===== src/rtl/spi_pkg.sv =====
// Shared types and default constants for the SPI master slice.
// Latency: n/a (declarations only).
// Backpressure: n/a.
// Contents: spi_state_t (IDLE/LEAD/XFER/TRAIL), DEF_DATA_W, DEF_CLK_DIV.
package spi_pkg;

  typedef enum logic [1:0] {
    IDLE  = 2'd0,
    LEAD  = 2'd1,
    XFER  = 2'd2,
    TRAIL = 2'd3
  } spi_state_t;

  localparam int DEF_DATA_W  = 8;
  localparam int DEF_CLK_DIV = 5;

endpackage


===== src/rtl/spi_clkgen.sv =====
// Half-period tick generator for the SPI serial clock.
// Latency: tick fires on the CLK_DIV-th enabled cycle after a clear, then every CLK_DIV cycles.
// Backpressure: none; counting freezes while en is low.
// Ports: clk, reset (async, active-high), en (count enable), clr (restart count), tick (half-period end).
module spi_clkgen
  import spi_pkg::*;
#(
  parameter int CLK_DIV = DEF_CLK_DIV
) (
  input  logic clk,
  input  logic reset,
  input  logic en,
  input  logic clr,
  output logic tick
);

  localparam int CW = (CLK_DIV > 1) ? $clog2(CLK_DIV) : 1;

  logic [CW-1:0] cnt;

  assign tick = en && (cnt == CW'(CLK_DIV - 1));

  always_ff @(posedge clk or posedge reset) begin
    if (reset) begin
      cnt <= '0;
    end else if (clr || tick) begin
      cnt <= '0;
    end else if (en) begin
      cnt <= cnt + 1'b1;
    end
  end

endmodule


===== src/rtl/spi_master.sv =====
// SPI master: serialises one DATA_W word MSB first, optional MISO capture (macro SPI_RX_EN).
// Latency: busy for CLK_DIV*(2*DATA_W+2) cycles after acceptance; done_send on the next cycle.
// Backpressure: load_data is accepted only in IDLE (including the done_send cycle), ignored otherwise.
// Ports: clk, reset (async, active-high), data_in/load_data (request), busy, done_send, data_out,
//        spi_clk, spi_data (MOSI), spi_miso, spi_cs_n.
module spi_master
  import spi_pkg::*;
#(
  parameter int DATA_W  = DEF_DATA_W,
  parameter int CLK_DIV = DEF_CLK_DIV,
  parameter bit CPOL    = 1'b0,
  parameter bit CPHA    = 1'b0
) (
  input  logic              clk,
  input  logic              reset,
  input  logic [DATA_W-1:0] data_in,
  input  logic              load_data,
  output logic              busy,
  output logic              done_send,
  output logic [DATA_W-1:0] data_out,
  output logic              spi_clk,
  output logic              spi_data,
  input  logic              spi_miso,
  output logic              spi_cs_n
);

  localparam int BW = $clog2(DATA_W + 1);

  spi_state_t        state, state_nxt;
  logic              tick;
  logic              accept;
  logic              lead_edge;
  logic              last_edge;
  logic              sclk_q;
  logic              mosi_q;
  logic              done_q;
  logic [BW-1:0]     bit_cnt;
  logic [DATA_W-1:0] tx_sh;

  assign accept    = (state == IDLE) && load_data;
  // sclk_q still at its idle level means the coming tick is a leading edge.
  assign lead_edge = (sclk_q == CPOL);
  assign last_edge = !lead_edge && (bit_cnt == BW'(DATA_W - 1));

  spi_clkgen #(
    .CLK_DIV(CLK_DIV)
  ) u_clkgen (
    .clk  (clk),
    .reset(reset),
    .en   (state != IDLE),
    .clr  (accept),
    .tick (tick)
  );

  always_ff @(posedge clk or posedge reset) begin
    if (reset) begin
      state <= IDLE;
    end else begin
      state <= state_nxt;
    end
  end

  always_comb begin
    state_nxt = state;
    case (state)
      IDLE:    if (load_data)         state_nxt = LEAD;
      LEAD:    if (tick)              state_nxt = XFER;
      XFER:    if (tick && last_edge) state_nxt = TRAIL;
      TRAIL:   if (tick)              state_nxt = IDLE;
      default:                        state_nxt = IDLE;
    endcase
  end

  always_comb begin
    busy     = (state != IDLE);
    spi_cs_n = (state == IDLE);
    spi_clk  = (state == XFER) ? sclk_q : CPOL;
    spi_data = (state == IDLE) ? 1'b1 : mosi_q;
  end

  assign done_send = done_q;

  always_ff @(posedge clk or posedge reset) begin
    if (reset) begin
      sclk_q  <= CPOL;
      mosi_q  <= 1'b1;
      done_q  <= 1'b0;
      bit_cnt <= '0;
      tx_sh   <= '0;
    end else begin
      done_q <= (state == TRAIL) && tick;
      if (accept) begin
        sclk_q  <= CPOL;
        bit_cnt <= '0;
        if (CPHA) begin
          // First bit goes out on the first leading edge; line stays high until then.
          mosi_q <= 1'b1;
          tx_sh  <= data_in;
        end else begin
          // MSB must already be on the line during LEAD.
          mosi_q <= data_in[DATA_W-1];
          tx_sh  <= {data_in[DATA_W-2:0], 1'b0};
        end
      end else if ((state == XFER) && tick) begin
        sclk_q <= ~sclk_q;
        // CPHA=1 drives on leading edges, CPHA=0 on trailing edges.
        if (lead_edge == CPHA) begin
          mosi_q <= tx_sh[DATA_W-1];
          tx_sh  <= {tx_sh[DATA_W-2:0], 1'b0};
        end
        if (!lead_edge) begin
          bit_cnt <= bit_cnt + 1'b1;
        end
      end
    end
  end

`ifdef SPI_RX_EN
  logic [DATA_W-1:0] rx_sh;
  logic [DATA_W-1:0] rx_word;

  always_ff @(posedge clk or posedge reset) begin
    if (reset) begin
      rx_sh   <= '0;
      rx_word <= '0;
    end else begin
      // Sampling edge is the opposite of the driving edge.
      if ((state == XFER) && tick && (lead_edge != CPHA)) begin
        rx_sh <= {rx_sh[DATA_W-2:0], spi_miso};
      end
      if ((state == TRAIL) && tick) begin
        rx_word <= rx_sh;
      end
    end
  end

  assign data_out = rx_word;
`else
  logic unused_miso;
  assign unused_miso = spi_miso;
  assign data_out    = '0;
`endif

endmodule


===== config.mk =====
export PLATFORM = sky130hd
export DESIGN_NAME = spi_master
export DESIGN_NICKNAME = d
export VERILOG_FILES = /design/src/rtl/spi_pkg.sv /design/src/rtl/spi_clkgen.sv /design/src/rtl/spi_master.sv
export SDC_FILE = /design/constraint.sdc
export NUM_CORES = 1
export LEC_CHECK = 0
export ABC_AREA = 1
export BUFFER_PORTS_ARGS = -buffer_cell sky130_fd_sc_hd__buf_2
export CORE_MARGIN = 4
export CORE_UTILIZATION = 35
export DETAILED_ROUTE_END_ITERATION = 8
export PLACE_DENSITY = 0.59
export SLEW_MARGIN = 20
export SYNTH_ARGS = -nofsm -noshare
export SYNTH_HDL_FRONTEND = slang
export SYNTH_SLANG_ARGS = --single-unit
export TNS_END_PERCENT = 5

===== constraint.sdc =====
create_clock -name clk -period 2.6 [get_ports clk]
set_clock_uncertainty 0.1 [all_clocks]
set_input_delay 0.26 -clock clk [delete_from_list [all_inputs] [get_ports clk]]
set_output_delay 0.26 -clock clk [all_outputs]
set_load 0.02 [all_outputs]

==> results of run 1 <==
[critical path, cell delays in order, from the launching register on]
cell	delay (ns)
dfrtp_1	0.41
inv_1	0.09
ha_1	0.26
or2_2	0.28
buf_2	0.16
[per-layer routing]
metal | vias up | share of wire, % | routed length, um
li1 | 472 | - | -
met1 | 421 | 47 | 966
met2 | 23 | 47 | 970
met3 | 2 | 5.9 | 122
met4 | 0 | 0.58 | 12
met5 | - | 0 | 0
[how the worst max path moves through the flow]
stage,slack (ns),from,end
floorplan,0.90,state[0],u_clkgen.cnt[2]
global placement,0.79,state[0],tx_sh[6]
detailed placement,0.74,state[0],tx_sh[6]
CTS,0.73,state[0],spi_data
global route,0.59,state[0],tx_sh[6]
finish,0.76,state[0],spi_data
[final cells by class]
type	instances	area, um^2
fillers	340	1860
well taps	44	55.1
repair buffers	16	85.1
inverters	15	56.3
flip-flops and latches	19	477
multi-input cells	108	567
clock inverters	1	5.00
clock buffers	3	22.5
[stage by stage]
step | area (um^2) | utilization [%] | worst slack, ns | hold WS, ns
after detailed placement | 1230 | 39.3 | 0.743 | 0.331
after global placement | 1230 | 39.3 | 0.790 | 0.327
final | 1270 | 40.5 | 0.758 | 0.0463
after global routing | 1270 | 40.5 | 0.593 | 0.0541
after CTS | 1270 | 40.5 | 0.729 | 0.0431
after floorplan | 1200 | - | 0.905 | 0.110
[kinds of logic (layout without fill, tap and decap cells)]
family                   count (synthesis)  in the layout  share of synthesized area (%)
adder cells (fa/ha/maj)                  7              7                           7.44
other                                    1              8                          0.319
AND/OR/NAND/NOR                         80             80                           31.8
AO/OA/AOI/OAI                           13             13                           6.38
flip-flops                              19             19                           40.5
buffers and inverters                   28             35                           13.6
[power by group]
group          total (mW)  internal, mW  switching, mW
logic               0.609         0.221          0.387
clock network       0.155        0.0574         0.0975
registers           0.464         0.400         0.0636
[flip-flops by register name, summed over array words and instances, names as in the netlist]
name	flops
mosi_q	1
tx_sh	7
done_send	1
u_clkgen.cnt	3
state	2
bit_cnt	4
sclk_q	1
[synthesized netlist by cell type]
| master | count |
|---|---|
| a21oi_1 | 1 |
| a21oi_2 | 1 |
| buf_2 | 2 |
| buf_4 | 8 |
| buf_6 | 3 |
| conb_1 | 1 |
| dfrtp_1 | 18 |
| dfstp_2 | 1 |
| ha_1 | 7 |
| inv_1 | 13 |
| inv_2 | 2 |
| nand2_1 | 53 |
| nand2_2 | 1 |
| nand3_1 | 5 |
| nand3_2 | 1 |
| nand3_4 | 1 |
| nand4_1 | 4 |
| nor2_1 | 7 |
| nor2_2 | 3 |
| nor2_4 | 3 |
| o211ai_1 | 1 |
| o21ai_0 | 7 |
| o21ai_1 | 2 |
| o21ai_2 | 1 |
| or2_1 | 1 |
| or2_2 | 1 |
[repair_timing]
action,4_1_cts,5_1_grt
endpoints found under the hold margin,18,0
gates resized for setup,0,0
hold buffers,1,0
endpoints found under the setup margin,0,0
==> results.yml, run 1 <==
global_routing:
  use_met3_pct: 3.06
  grt_pass1_vias: 872
  grt_pass1_wl_mm: 3.66
  top_usage_layer: "met2"
  gr-usage-met1_pct: 13.1
  grtUsageMet2_pct: 18.8
  grt_max_degree: 20
  overflow: 0
  antenna_found_initial: 0
  track_usage_pct: 10.7
detailed_routing:
  routed_wl_mm: 2.07
  ant_nets: 0
  wl_per_cell_um: 10.1
  dr.pass1.iters: 4
  remaining_drc_errors: 0
  drtIter0Drc: 21
  viasPerCell: 4.46
  vias: 918
place:
  place_inst: 201
  dp_hpwl_mm: 1.56
  io_buffers: 15
  gp_routability_congestion: 0.775
clock_network:
  clk_latency_ns: 0.31
  cts_made_buffers: 3
  cts_root_buf: "clkbuf_4"
  clk_pin_slew_ns: 0.12
  htree_num_levels: 1
  cts_tree: "built"
  clock-sinks: 19
  post-cts-setup-buffers: 0
  clk_path_buf_depth: 2
setup_path:
  path_max_fanout: 4
  r2r-start: "state[0]"
  critical_path_class: "reg2out"
  critPathLaunchType: "register"
  critical_path_arrival_ns: 1.48
  r2r_setup_slack_ns: 0.78
  ff2ff_path_depth: 6
  critPathCaptureType: "output pin"
  crit_required_ns: 2.24
  r2r_end: "tx_sh[6]"
floorplanning:
  die_y_um: 66
  row_count: 20
  start_util_pct: 37.6
  fp.dieArea_mm2: 0.00436
  die_x_um: 66
  core_area_mm2: 0.00313
  ios: 25
timing:
  fin_crit_ns: 1.84
  fin_crit_sh_pct: 70.9
  tns_ns: 0
  rsz0062_at_grt: "no"
  slew_violations: 0
  setup_violations: 0
  tightest_slew_ns: 0.739
  fmax_ghz: 0.543
  slew_headroom_pct: 50.7
  hold_viol: 0
finish:
  syn_to_final_growth_pct: 7.65
  layout_commonest_cell: "nand2_1"
  drive_gt1_share_pct: 21.0
  stdcell_count: 206
  final_cell_mix: "nand2_1 (53), dfrtp_1 (18), buf_2 (15)"
  n_antenna_cell: 0
  fin_nets: 182
outcome:
  run_status: "completed"
synthesis:
  synth_area_mm2: 0.00118
  postSynthAreaPerCell_um2: 7.96
  synthCells: 148
  synth_top_area_share_pct: 38.3
  ys_types: 26
  synth_area_leaders: "dfrtp_1 (38%), nand2_1 (17%), ha_1 (7.4%)"
  ys_seq_area_share_pct: 40.5
  synth_top_area_cell: "dfrtp_1"
  ys_ff_latch: 19
  yosysWarningCount: 0
power_and_ir_drop:
  p_leak_nw: 0.719
  total_power_mw: 1.23
  ir_drop_v: 0.000465
  power.density_mw_per_mm2: 969
hold_path:
  hold_class: "in2reg"
  holdPathStages: 3
  hp-start: "data_in[0]"
  hold_path_end: "tx_sh[1]"
flow_run:
  drv_cap: 0
Power figures use the tool's default switching activity.
==> inputs of run 2 (changes only) <==
--- a/config.mk
+++ b/config.mk
@@ -10,7 +10,7 @@
 export CORE_MARGIN = 4
 export CORE_UTILIZATION = 35
 export DETAILED_ROUTE_END_ITERATION = 8
-export PLACE_DENSITY = 0.59
+export PLACE_DENSITY = 0.61
 export SLEW_MARGIN = 20
 export SYNTH_ARGS = -nofsm -noshare
 export SYNTH_HDL_FRONTEND = slang
==> constraint.sdc (replaced) <==
create_clock -name clk -period 1.6 [get_ports clk]
set_clock_uncertainty 0.1 [all_clocks]
set_input_delay 0.16 -clock clk [delete_from_list [all_inputs] [get_ports clk]]
set_output_delay 0.16 -clock clk [all_outputs]
set_load 0.02 [all_outputs]
==> results.yml, run 2 (synthesized netlist as in run 1, its figures left out) <==
setup_path:
  critical_path_class: "reg2out"
  critPathCaptureType: "output pin"
  critPathLaunchType: "register"
  critical_path_arrival_ns: 1.38
  ff2ff_path_depth: 10
  path_max_fanout: 2
  crit_required_ns: 1.34
  r2r-start: "state[0]"
  r2r_end: "tx_sh[4]"
  r2r_setup_slack_ns: 0.04
clock_network:
  htree_num_levels: 1
  clock-sinks: 19
  clk_pin_slew_ns: 0.11
  cts_root_buf: "clkbuf_4"
  cts_made_buffers: 3
  clk_path_buf_depth: 2
  cts_tree: "built"
  clk_latency_ns: 0.29
power_and_ir_drop:
  p_leak_nw: 0.808
  total_power_mw: 2.45
  ir_drop_v: 0.000971
  power.density_mw_per_mm2: 1670
timing:
  setup_violations: 1
  fin_crit_sh_pct: 102
  fmax_ghz: 0.610
  rsz0062_at_grt: "yes"
  slew_violations: 0
  layout_setup_ws_ns: -0.0389
  whs_ns: 0.0597
  tns_ns: -0.0389
  fin_crit_ns: 1.64
  hold_viol: 0
hold_path:
  hp-start: "data_in[2]"
  holdPathStages: 5
  hold_class: "in2reg"
  hold_path_end: "tx_sh[3]"
global_routing:
  grt_pass1_vias: 1010
  overflow: 0
  grt_pass1_wl_mm: 4.08
  track_usage_pct: 12.0
  grtUsageMet2_pct: 22.3
  use_met3_pct: 1.87
  grt_max_degree: 20
  antenna_found_initial: 0
  top_usage_layer: "met2"
  gr-usage-met1_pct: 12.9
finish:
  n_antenna_cell: 0
  num-fill-cells: 301
  syn_to_final_growth_pct: 24.7
  max_flop_register: "tx_sh"
  fin_util_pct: 46.9
  layout_commonest_cell: "nand2_1"
  reg_top3: "tx_sh (7), bit_cnt (4), u_clkgen.cnt (3)"
  largest_register_ff_count: 7
  final_cell_mix: "nand2_1 (47), dfrtp_1 (18), buf_2 (13)"
  fin_nets: 197
  drive_gt1_share_pct: 33.3
floorplanning:
  row_count: 20
  die_x_um: 66
  ios: 25
  core_area_mm2: 0.00313
  start_util_pct: 37.6
  die_y_um: 66
  fp.dieArea_mm2: 0.00436
place:
  dp_hpwl_mm: 1.76
  io_buffers: 15
  gp_routability_congestion: 0.823
detailed_routing:
  wl_per_cell_um: 10.5
  routed_wl_mm: 2.31
  ant_nets: 0
  viasPerCell: 4.39
  dr.pass1.iters: 4
  drtIter0Drc: 20
  vias: 970
  remaining_drc_errors: 0
outcome:
  violations: "setup timing"
  run_status: "complete, but fails checks"
flow_run:
  drv_cap: 0
[run 2: cell type report]
class | instances | area (um^2) | area share (%)
multi-input cells | 108 | 608 | 41.4
repair buffers | 31 | 236 | 16.1
well taps | 44 | 55.1 | 3.75
clock inverters | 1 | 5.00 | 0.341
inverters | 15 | 63.8 | 4.35
flip-flops and latches | 19 | 477 | 32.5
clock buffers | 3 | 22.5 | 1.53
[run 2: how the worst max path moves through the flow]
stage	from	cells after the start	to	slack (ns)
2_1_floorplan	state[0]	9	tx_sh[5]	0.003
3_3_place_gp	state[1]	9	state[1]	0.09
3_5_place_dp	state[1]	9	state[1]	0.04
4_1_cts	state[0]	5	spi_data	-0.05
5_1_grt	state[0]	5	spi_data	-0.08
6_report	state[0]	5	spi_data	-0.04
[run 2: timing repair]
item | CTS | global route
hold buffers | 2 | 0
endpoints found under the hold margin | 19 | 0
buffers inserted | 2 | 1
setup endpoints to repair | 4 | 12
gates resized for setup | 13 | 14
pin swaps | 1 | 3
gates cloned | 0 | 0
[run 2: where the power goes]
| group | total [mW] | switching, mW | internal, mW |
|---|---|---|---|
| Clock | 0.245 | 0.152 | 0.0930 |
| Sequential | 0.757 | 0.106 | 0.651 |
| Combinational | 1.45 | 0.783 | 0.664 |
[run 2: metrics by stage]
step / instance area, um^2 / cells / setup WS (ns)
global route: 1470 / 221 / -0.0803
global placement: 1330 / 212 / 0.0869
finish: 1470 / 221 / -0.0389
CTS: 1430 / 220 / -0.0489
detailed placement: 1330 / 212 / 0.0431
floorplan: 1210 / 155 / 0.00328
[run 2: metal layers]
layer / vias to the layer above / wire length, um
li1: 504 / -
met1: 441 / 952
met2: 19 / 1220
met3: 6 / 80
met4: 0 / 55
met5: - / 0
[run 2: critical path, cell delays in order (launching register included)]
cell	delay [ns]
dfrtp_1	0.39
inv_2	0.07
ha_4	0.17
buf_6	0.11
or2_4	0.22
buf_6	0.13
==> inputs of run 3 (changes only) <==
--- a/config.mk
+++ b/config.mk
@@ -7,6 +7,7 @@
 export LEC_CHECK = 0
 export ABC_AREA = 1
 export BUFFER_PORTS_ARGS = -buffer_cell sky130_fd_sc_hd__buf_2
+export CORE_ASPECT_RATIO = 1.5
 export CORE_MARGIN = 4
 export CORE_UTILIZATION = 35
 export DETAILED_ROUTE_END_ITERATION = 8
==> results.yml, run 3 (synthesized netlist as in run 1, its figures left out) <==
outcome:
  run_status: "completed"
floorplanning:
  core_area_mm2: 0.00319
  die_x_um: 55.4
  start_util_pct: 36.9
  die_y_um: 79.0
  row_count: 25
  ios: 25
  fp.dieArea_mm2: 0.00437
place:
  preCtsSetupSlack_ns: 0.00467
  io_buffers: 15
  place_inst: 207
  dp_hpwl_mm: 1.70
  dpl-instance-area_mm2: 0.00132
  gp_routability_congestion: 0.779
global_routing:
  grt_max_degree: 20
  antenna_found_initial: 0
  grt_pass1_wl_mm: 4.09
  overflow: 0
  track_usage_pct: 11.3
  grt_pass1_vias: 985
timing:
  fin_crit_ns: 1.59
  tns_ns: 0
  setup_violations: 0
  hold_viol: 0
  fin_crit_sh_pct: 99.6
  slew_violations: 0
  fmax_ghz: 0.627
  rsz0062_at_grt: "yes"
  layout_setup_ws_ns: 0.00584
setup_path:
  crit_path_start: "state[1]"
  cp_cell_sequence: "inv_2, ha_4, buf_4, or2_4, buf_6"
  cp.depth: 5
  r2r_end: "tx_sh[5]"
  critPathMaxStageDelay_ns: 0.38
  critical_path_arrival_ns: 1.33
  ff2ff_path_depth: 10
  timing.critical_path.to: "spi_data"
  critPathCaptureType: "output pin"
  critPathLaunchType: "register"
  r2r_setup_slack_ns: 0.03
  r2r-start: "state[1]"
  cpLargestDelayFamily: "flip-flops"
  crit_required_ns: 1.34
  slowest_stage: "dfrtp_1"
  path_max_fanout: 2
  worst-path-buf-inv: 3
  critical_path_class: "reg2out"
clock_network:
  clock-sinks: 19
  htree_num_levels: 1
  clk_latency_ns: 0.25
  cts_tree: "built"
  clk_path_buf_depth: 2
  cts_made_buffers: 3
  cts_root_buf: "clkbuf_8"
  clk_pin_slew_ns: 0.07
power_and_ir_drop:
  p_leak_nw: 0.817
  total_power_mw: 2.52
  power.density_mw_per_mm2: 1710
  ir_drop_v: 0.000874
finish:
  regArea_um2: 477
  num-fill-cells: 334
  syn_to_final_growth_pct: 25.3
  stdcell_count: 218
  reg_top3: "tx_sh (7), bit_cnt (4), u_clkgen.cnt (3)"
  final_cell_mix: "nand2_1 (47), dfrtp_1 (18), buf_2 (13), buf_4 (13), inv_1 (11)"
  fin_nets: 198
  layout_commonest_cell: "nand2_1"
  drive_gt1_share_pct: 33.1
  design_area_mm2: 0.00148
  n_antenna_cell: 0
  multi_input_area_um2: 604
  max_flop_register: "tx_sh"
  largest_register_ff_count: 7
detailed_routing:
  vias: 965
  viasPerCell: 4.43
  routed_wl_mm: 2.31
  remaining_drc_errors: 0
  ant_nets: 0
  dr.pass1.iters: 4
  drtIter0Drc: 9
  wl_per_cell_um: 10.6
hold_path:
  hold_class: "in2reg"
flow_run:
  drv_cap: 0
## run 3: changes by cell type in the layout (fill, tap and decap cells not counted), sizes merged
cell,delta
buf,+2
clkbuf,+1
clkinv,-1
dlygate4sd3,-1
## run 3: per-layer routing
metal  vias up  track usage, %  routed length, um  share of wire, %
li1        503               -                  -                 -
met4         0            4.62                 17              0.74
met2        13            20.6               1260                54
met3         2            2.11                 78               3.4
met5         -               0                  0                 0
met1       447            12.6                955                41
## run 3: cell type report
cell class                 count  share of cell area (%)
tap                           40                    3.39
sequential                    19                    32.3
multi-input combinational    108                    41.0
clock buffer                   4                    3.05
timing repair buffer          32                    16.1
inverter                      15                    4.16
## run 3: how the worst min path moves through the flow
stage	from	end	slack, ns	cells after the start
after global routing	data_in[0]	tx_sh[1]	0.03	3
after global placement	reset	tx_sh[5]	0.09	3
final	data_in[0]	tx_sh[1]	0.005	3
after floorplan	reset	bit_cnt[0]	0.01	1
after CTS	data_in[0]	tx_sh[1]	0.002	3
after detailed placement	reset	u_clkgen.cnt[2]	0.10	3
## run 3: worst min-delay path: stages
cell	delay [ns]
buf_2	0.07
nand2_1	0.04
nand2_1	0.05
## run 3: metrics by stage
| stage | util (%) | hold WS [ns] |
|---|---|---|
| 6_report | 46.2 | 0.00506 |
| 3_5_place_dp | 41.2 | 0.102 |
| 3_3_place_gp | 41.2 | 0.0927 |
| 5_1_grt | 46.2 | 0.0292 |
| 2_1_floorplan | - | 0.0104 |
| 4_1_cts | 44.5 | 0.00199 |
## run 3: timing repair
action	4_1_cts	5_1_grt
setup buffers	3	3
hold endpoints to repair	18	0
endpoints found under the setup margin	5	18
gates cloned	0	0
hold buffers	1	0
gates resized for setup	9	12
pin swaps	1	3
## run 3: power by group
group          leakage (nW)  total [mW]  internal, mW  switching, mW
combinational         0.550        1.42         0.661          0.761
clock                0.0228       0.336         0.177          0.159
sequential            0.244       0.762         0.652          0.109
